==> src/rtl/conv2d_mc.sv <==
// Multi-channel 2D convolution engine: one MAC per cycle, zero padding, bias and signed saturation.
// Optional fused ReLU on the written results when CONV2D_MC_RELU_EN is defined.
module conv2d_mc #(
    parameter int unsigned KERNEL_SIZE  = 3,
    parameter int unsigned WEIGHT_WIDTH = 8,
    parameter int unsigned DATA_WIDTH   = 32,
    parameter int unsigned IN_CHANNELS  = 2,
    parameter int unsigned STRIDE       = 1,
    parameter int unsigned PADDING      = 1,
    parameter int unsigned INPUT_WIDTH  = 4,
    parameter int unsigned ACC_WIDTH    = 64,
    localparam int unsigned OUTPUT_WIDTH = (INPUT_WIDTH + 2*PADDING - KERNEL_SIZE) / STRIDE + 1
) (
    input  logic                                                        clk,
    input  logic                                                        reset,
    input  logic                                                        start,
    input  logic [IN_CHANNELS*KERNEL_SIZE*KERNEL_SIZE*WEIGHT_WIDTH-1:0] filter,
    input  logic [DATA_WIDTH-1:0]                                       bias,
    input  logic [IN_CHANNELS*INPUT_WIDTH*INPUT_WIDTH*DATA_WIDTH-1:0]   input_image,
    output logic [OUTPUT_WIDTH*OUTPUT_WIDTH*DATA_WIDTH-1:0]             output_image,
    output logic                                                        busy,
    output logic                                                        done
);

    localparam int unsigned NUM_PIX = IN_CHANNELS * INPUT_WIDTH * INPUT_WIDTH;
    localparam int unsigned NUM_WT  = IN_CHANNELS * KERNEL_SIZE * KERNEL_SIZE;
    localparam int unsigned NUM_OUT = OUTPUT_WIDTH * OUTPUT_WIDTH;

    localparam int unsigned OW_W  = (OUTPUT_WIDTH > 1) ? $clog2(OUTPUT_WIDTH) : 1;
    localparam int unsigned K_W   = (KERNEL_SIZE > 1) ? $clog2(KERNEL_SIZE) : 1;
    localparam int unsigned C_W   = (IN_CHANNELS > 1) ? $clog2(IN_CHANNELS) : 1;
    localparam int unsigned PIX_W = (NUM_PIX > 1) ? $clog2(NUM_PIX) : 1;
    localparam int unsigned WT_W  = (NUM_WT > 1) ? $clog2(NUM_WT) : 1;
    localparam int unsigned OUT_W = (NUM_OUT > 1) ? $clog2(NUM_OUT) : 1;

    localparam int S_I  = int'(STRIDE);
    localparam int P_I  = int'(PADDING);
    localparam int K_I  = int'(KERNEL_SIZE);
    localparam int IW_I = int'(INPUT_WIDTH);
    localparam int OW_I = int'(OUTPUT_WIDTH);

    typedef enum logic [1:0] {
        IDLE  = 2'd0,
        MAC   = 2'd1,
        WRITE = 2'd2
    } state_t;

    state_t state, state_next;

    logic [OW_W-1:0] ox, oy;
    logic [C_W-1:0]  c;
    logic [K_W-1:0]  ky, kx;
    logic signed [ACC_WIDTH-1:0] acc;

    logic signed [DATA_WIDTH-1:0]   pixels  [NUM_PIX];
    logic signed [WEIGHT_WIDTH-1:0] weights [NUM_WT];
    logic        [DATA_WIDTH-1:0]   out_mem [NUM_OUT];

    logic last_tap, last_pix;
    int   ix, iy, pix_idx, wt_idx;
    logic in_range;
    logic signed [DATA_WIDTH-1:0]   pix_val;
    logic signed [WEIGHT_WIDTH-1:0] wt_val;
    logic signed [ACC_WIDTH-1:0]    pix_ext, wt_ext, prod, bias_ext;
    logic                           fits;
    logic [DATA_WIDTH-1:0]          sat_val, wr_val;
    logic [OUT_W-1:0]               out_idx;

    // Flat buses viewed as element arrays so all run-time indexing uses exact-width indices.
    for (genvar g = 0; g < int'(NUM_PIX); g++) begin : g_pix
        assign pixels[g] = input_image[g*DATA_WIDTH +: DATA_WIDTH];
    end
    for (genvar g = 0; g < int'(NUM_WT); g++) begin : g_wt
        assign weights[g] = filter[g*WEIGHT_WIDTH +: WEIGHT_WIDTH];
    end
    for (genvar g = 0; g < int'(NUM_OUT); g++) begin : g_out
        assign output_image[g*DATA_WIDTH +: DATA_WIDTH] = out_mem[g];
    end

    assign last_tap = (c == C_W'(IN_CHANNELS - 1)) && (ky == K_W'(KERNEL_SIZE - 1))
                   && (kx == K_W'(KERNEL_SIZE - 1));
    assign last_pix = (ox == OW_W'(OUTPUT_WIDTH - 1)) && (oy == OW_W'(OUTPUT_WIDTH - 1));

    // State register.
    always_ff @(posedge clk) begin
        if (reset) begin
            state <= IDLE;
        end else begin
            state <= state_next;
        end
    end

    // Next-state logic.
    always_comb begin
        state_next = state;
        case (state)
            IDLE:    if (start) state_next = MAC;
            MAC:     if (last_tap) state_next = WRITE;
            WRITE:   state_next = last_pix ? IDLE : MAC;
            default: state_next = IDLE;
        endcase
    end

    // Current tap: padded coordinates, operand fetch and full-precision product.
    always_comb begin
        ix       = int'(ox) * S_I + int'(kx) - P_I;
        iy       = int'(oy) * S_I + int'(ky) - P_I;
        in_range = (ix >= 0) && (ix < IW_I) && (iy >= 0) && (iy < IW_I);
        pix_idx  = (int'(c) * IW_I + iy) * IW_I + ix;
        wt_idx   = (int'(c) * K_I + int'(ky)) * K_I + int'(kx);
        pix_val  = in_range ? pixels[PIX_W'(pix_idx)] : '0;
        wt_val   = weights[WT_W'(wt_idx)];
        pix_ext  = {{(ACC_WIDTH-DATA_WIDTH){pix_val[DATA_WIDTH-1]}}, pix_val};
        wt_ext   = {{(ACC_WIDTH-WEIGHT_WIDTH){wt_val[WEIGHT_WIDTH-1]}}, wt_val};
        prod     = pix_ext * wt_ext;
        bias_ext = {{(ACC_WIDTH-DATA_WIDTH){bias[DATA_WIDTH-1]}}, bias};
    end

    // Saturate the accumulator into the signed output range.
    always_comb begin
        fits = (acc[ACC_WIDTH-1:DATA_WIDTH-1] == {(ACC_WIDTH-DATA_WIDTH+1){acc[ACC_WIDTH-1]}});
        if (fits) begin
            sat_val = acc[DATA_WIDTH-1:0];
        end else if (acc[ACC_WIDTH-1]) begin
            sat_val = {1'b1, {(DATA_WIDTH-1){1'b0}}};
        end else begin
            sat_val = {1'b0, {(DATA_WIDTH-1){1'b1}}};
        end
`ifdef CONV2D_MC_RELU_EN
        wr_val = sat_val[DATA_WIDTH-1] ? '0 : sat_val;
`else
        wr_val = sat_val;
`endif
        out_idx = OUT_W'(int'(oy) * OW_I + int'(ox));
    end

    // Datapath: tap counters, accumulator, result store and handshake flags.
    always_ff @(posedge clk) begin
        if (reset) begin
            ox   <= '0;
            oy   <= '0;
            c    <= '0;
            ky   <= '0;
            kx   <= '0;
            acc  <= '0;
            busy <= 1'b0;
            done <= 1'b0;
            for (int i = 0; i < int'(NUM_OUT); i++) begin
                out_mem[i] <= '0;
            end
        end else begin
            busy <= (state_next != IDLE);
            case (state)
                IDLE: begin
                    if (start) begin
                        ox   <= '0;
                        oy   <= '0;
                        c    <= '0;
                        ky   <= '0;
                        kx   <= '0;
                        acc  <= bias_ext;
                        done <= 1'b0;
                    end
                end
                MAC: begin
                    acc <= acc + prod;
                    if (kx == K_W'(KERNEL_SIZE - 1)) begin
                        kx <= '0;
                        if (ky == K_W'(KERNEL_SIZE - 1)) begin
                            ky <= '0;
                            c  <= (c == C_W'(IN_CHANNELS - 1)) ? '0 : c + C_W'(1);
                        end else begin
                            ky <= ky + K_W'(1);
                        end
                    end else begin
                        kx <= kx + K_W'(1);
                    end
                end
                WRITE: begin
                    out_mem[out_idx] <= wr_val;
                    acc              <= bias_ext;
                    if (ox == OW_W'(OUTPUT_WIDTH - 1)) begin
                        ox <= '0;
                        oy <= (oy == OW_W'(OUTPUT_WIDTH - 1)) ? '0 : oy + OW_W'(1);
                    end else begin
                        ox <= ox + OW_W'(1);
                    end
                    if (last_pix) begin
                        done <= 1'b1;
                    end
                end
                default: ;
            endcase
        end
    end

endmodule

==> config.mk <==
export PLATFORM = sky130hd
export DESIGN_NAME = conv2d_mc
export DESIGN_NICKNAME = d
export VERILOG_FILES = /design/src/rtl/conv2d_mc.sv
export SDC_FILE = /design/constraint.sdc
export NUM_CORES = 2
export LEC_CHECK = 0
export ABC_AREA = 1
export CAP_MARGIN = 5
export CORE_AREA = 2 2 661 663
export DETAILED_ROUTE_END_ITERATION = 7
export DIE_AREA = 0 0 663 665
export GPL_TIMING_DRIVEN = 0
export HOLD_SLACK_MARGIN = 0.12
export SETUP_SLACK_MARGIN = 0.05
export SKIP_LAST_GASP = 1
export SYNTH_ARGS = -nofsm -noshare
export SYNTH_HDL_FRONTEND = slang
export SYNTH_SLANG_ARGS = --single-unit
export TNS_END_PERCENT = 100
==> constraint.sdc <==
create_clock -name clk -period 20.5 [get_ports clk]
set_input_delay 2.05 -clock clk [delete_from_list [all_inputs] [get_ports clk]]
set_output_delay 2.05 -clock clk [all_outputs]
set_load 0.05 [all_outputs]
# --- Word level (Yosys, flattened, before mapping) ---
# Memory sizes are Yosys's and may differ from the RTL's.
# Index checks and enable logic that the tools add are counted.
totals:
  wordCells: 108
  in_bits: 1203
  memories: 1
  mem_bits_rw: 512
  regBits: 77
  output_inout_bits: 514
memory_table:
  columns: ["memory", "words", "width", "read_ports", "rd_ports_with_merged_regs", "write_ports", "line_no", "rtl"]
  rows:
  - ["out_mem", 16, 32, 16, 0, 16, "57", "logic [DATA_WIDTH-1:0] out_mem [NUM_OUT];"]
op_classes:
  eq_ne: 12
  n_mux: 41
  bitwise: 2
  multipliers: 3
  n_reduce_logical: 19
  order_cmp: 6
  n_addsub: 15
op_table:
  columns: ["cell", "count"]
  rows:
  - ["$mux 32", 6]
  - ["$pmux 64 s3", 1]
  - ["$bmux 32 s5", 1]
  - ["$add 64x40->64", 1]
  - ["$mux 64", 1]
  - ["$bmux 8 s5", 1]
  - ["$mul 32x8->40", 1]
  - ["$eq 32x32->1", 1]
  - ["$reduce_or 32->1", 1]
  - ["$mux 2", 9]
  - ["$mux 8", 2]
  - ["$pmux 2 s2", 4]
  - ["$ge 5x6->1 const B", 2]
  - ["$mux 1", 12]
  - ["$eq 2x2->1 const B", 5]
  - ["$ne 2x2->1 const B", 5]
  - ["$not 5->5", 2]
  - ["$reduce_and 3->1", 3]
  - ["$add 2x1->2 const B", 4]
  - ["$ge 4x1->1 const B", 2]
  - ["$lt 4x4->1 const B", 2]
  - ["$sub 3x1->4 const B", 2]
  - ["$add 2x2->3", 2]
  - ["$logic_and 1x1->1", 6]
  - ["other kinds (17)", 22]

# --- Logic depth before layout (Yosys ltp) ---
logic_depth:
  depth_word: 12
  ltp_mapped: 43
  ltp_nobuf: 42

# --- Worst setup path before layout ---
# Ideal clock, no wire load.
synth_timing:
  kind: "reg2reg"
  start: "register ky[0]"
  end: "register acc[63]"
  setup_time_ns: 0.130
  period_less_slack_ns: 9.808
  stages_incl_launch_ff: 35
  path_buffers: 1
  path_slack_ns: 10.692
  t_arrival_ns: 9.678
  cell_sequence: "dfxtp_1 > ha_1 > inv_1 > fa_1 > xnor2_1 > ha_1 > ha_1 > inv_1 > fa_1 > buf_2 > clkinv_1 > nor2_1 > o211ai_1 > o22ai_1 > inv_1 > nor2_1 > fa_1 > inv_1 > fa_1 > fa_1 > inv_1 > fa_1 > ha_1 > ha_1 > nand2_1 > nor2_1 > inv_1 > nor3_1 > nand2_1 > nor3_1 > nand2_1 > nand2_1 > nand2_1 > nand3_1 > a21oi_1"
synth_between:
  elab_chain_cells: 12
  elab_cells_between_ends: 23
  classes_between: "add/sub (7); mul (2); order compare (2); mux (8); bitwise (2); reduce/logical (2)"
synth_lines:
  columns: ["item", "line_no", "rtl"]
  rows:
  - ["start: declaration", "52", "logic [K_W-1:0] ky, kx;"]
  - ["start signal: assignment", "173", "ky <= ky + K_W'(1);"]
  - ["parallel branches: the longest is 9 deep, another holds $mul 4x2->5", null, null]
  - ["$mul 32x8->40 *", "115", "prod = pix_ext * wt_ext;"]
  - ["$add 64x40->64 *", "166", "acc <= acc + prod;"]
  - ["$pmux 64 s3 *", "153", "case (state)"]
  - ["end signal: assignment", "161", "acc <= bias_ext;"]
  - ["end signal: assignment", "166", null]
  - ["end signal: assignment", "181", "acc <= bias_ext;"]
  - ["end: declaration", "53", "logic signed [ACC_WIDTH-1:0] acc;"]
# Every way passes the cells marked *. The select of a mux whose other input is x is not followed.
# A chain may end at the register's enable or synchronous reset.

# --- Final worst setup path ---
layout_timing:
  start: "register ky[0]"
  end: "register acc[55]"
# Same word-level chain as after synthesis.

==> flow_summary.yaml <==
sta:
  max-slew-margin-rel: -0.0255
  fin_crit_sh: 0.556
  max_freq_mhz: 87.7
  holdWs_ns: 0.490
  fin_skew_ns: 0.0308
  setup_viol: 0
  fin_ws_ns: 9.10
  report.final.hold_viol_count: 0
  rsz0062_at_grt: "false"
  report.final.slew_viol_count: 33
  fin_crit_ns: 11.40
  tns_ns: 0
  tightest_slew_ns: 1.54
worst_setup_path:
  path_class: "flop to flop"
  crit_start: "ky[0]"
  crit_arrival_ns: 11.93
  crit_path_start_kind: "flop"
  slowest_delay_ns: 0.94
  worst_path_max_delay_cell: "inv_1"
  cp_max_fo: 21
  crit_required_ns: 21.03
  critPathCaptureType: "flop"
  r2r-start: "ky[0]"
global_routing:
  grtUsageTotal: 0.195
  grt_remaining_overflow: 0
  grt_max_degree: 33
  grt_pass1_vias: 56700
  grt_pass1_wl_mm: 567
  antenna_found_initial: 203
flow_run:
  cap_violations: 4
synthesis:
  syn-cell-area_mm2: 0.0502
  syn-num-nets: 7982
  ys_types: 45
  seq_area_frac_synth: 0.337
  syn_avg_cell_area_um2: 7.99
  yosys_warnings: 0
  ys_seq_elements: 589
  syn_inst: 6283
floorplan:
  num_io_pins: 1717
  core_mm2: 0.433
  die_h_um: 665
  die_x_um: 663
  initial_core_util: 0.116
  std_cell_rows: 242
  die_area_mm2: 0.441
place:
  place_ws_ns: 8.99
  gp_congestion: 1.04
  place_hpwl_mm: 388
  port_buffers: 1715
clock_network:
  clk_latency_ns: 0.66
  cts_setup_buffers: 0
  cts_inserted_buffers: 67
  clock_sinks: 589
  cts_resized: 0
  cts_tree: "built"
  clk_path_buf_depth: 3
  root_buffer: "clkbuf_16"
  cts.clk_slew.worst_paths_ns: 0.06
  htreeDepth: 3
  hold_buffers: 0
min_path:
  min-delay-start: "kx[1]"
  hp-class: "flop to flop"
status:
  status: "complete, but fails checks"
  violations: "capacitance limit, slew limit"
detailed_routing:
  detail_route.drc_violations: 0
  via_per_inst: 4.14
  vias: 58600
  drt-total-wl_mm: 450
  drtPass1Iterations: 8
  drtAntennaViolNets: 0
  wl_per_cell_um: 31.8
  drtIter0Drc: 7482
finish:
  multi_input_area_mm2: 0.0288
  drive_above_1_share: 0.0769
  areaGrowthSynthToFinish_pct: 55.5
  layout.cells.most_common: "nand2_1"
  layout_common_cells: "nand2_1 (1791), clkdlybuf4s50_1 (1715), nand3_1 (740)"
  regArea_mm2: 0.0169
  fin_util: 0.180
  nNetsFinal: 9796
  nFillCells: 49100
pwr:
  p_leak_nw: 30.9
  power_density_mw_per_mm2: 123
  power.total_mw: 9.64
  peakVddDrop_v: 0.000112
==> report_power, final <==
part / internal [mW] / switching (mW) / total [mW] / leakage, nW
combinational: 2.10 / 4.91 / 7.01 / 24.0
sequential: 1.37 / 0.0754 / 1.44 / 5.92
clock: 0.661 / 0.529 / 1.19 / 0.998
total: 4.13 / 5.51 / 9.64 / 30.9
==> flip-flops by register name, summed over array words and instances (netlist names) <==
signal   count
out_mem    512
acc         64
kx           2
ky           2
ox           2
oy           2
state        2
busy         1
c            1
done         1
==> metrics by stage <==
step	cells	instance area (µm²)
finish	14200	78100
global route	14100	78000
CTS	13900	77300
detailed placement	13800	75200
global placement	13700	74600
floorplan	6283	50200
==> cells by family after synthesis <==
family,share of synthesized area
simple gates,0.244
buf+inv,0.0911
fa+ha+maj,0.174
xor+xnor,0.00506
compound gates,0.149
flops,0.337
==> critical path, delay by kind of cell (launching register included) <==
family          cells  cell delay [ns]
flops               1             0.46
compound gates      3             1.13
simple gates       12             2.09
buf+inv             8             2.49
fa+ha+maj          11             4.91
xor+xnor            1             0.17
==> final cells by class <==
cell class,count,area share
Antenna cell,281,0.00900
Buffer,451,0.0314
Clock buffer,81,0.0224
Clock inverter,35,0.00415
Inverter,573,0.0275
Multi-Input combinational cell,4670,0.369
Sequential cell,589,0.217
Tap cell,5734,0.0919
Timing Repair Buffer,1745,0.228
==> metal layers <==
| layer | wire (µm) | global-route usage | part of all wire |
|---|---|---|---|
| met1 | 170000 | 0.226 | 0.38 |
| met2 | 189000 | 0.290 | 0.42 |
| met3 | 54900 | 0.0842 | 0.12 |
| met4 | 35900 | 0.132 | 0.080 |
| met5 | 572 | 0 | 0.0013 |
==> cells in the mapped netlist, drive strengths merged <==
library cell	number	area (µm²)
clkinv	2	7.51
o21bai	6	45.0
buf	262	1720
a32o	1	10.0
o31ai	3	22.5
xor2	23	201
fa	340	6810
a22oi	145	1090
edfxtp	512	15400
inv	571	2140
nor4	6	43.8
and2	1	6.26
nand4	16	100
ha	156	1950
or2	10	62.6
o211ai	10	75.1
xnor2	6	52.6
nor2	270	1030
dfxtp	77	1540
clkbuf	189	709
a31oi	8	62.6
nand3b	12	90.1
a211oi	4	30.0
nand2	1831	7100
a21oi	937	5490
nand3	740	3700
o21ai	108	544
nor3	20	100
o22ai	16	119
a221oi	1	8.76
==> final timing paths <==
path | cells past startpoint | to | slack, ns
max | 35 | acc[55] | 9.10
min | 1 | kx[1] | 0.49
max reg2reg | 35 | acc[55] | 9.10
min reg2reg | 1 | kx[1] | 0.49
Note: power is estimated with default switching activity, not from simulation.
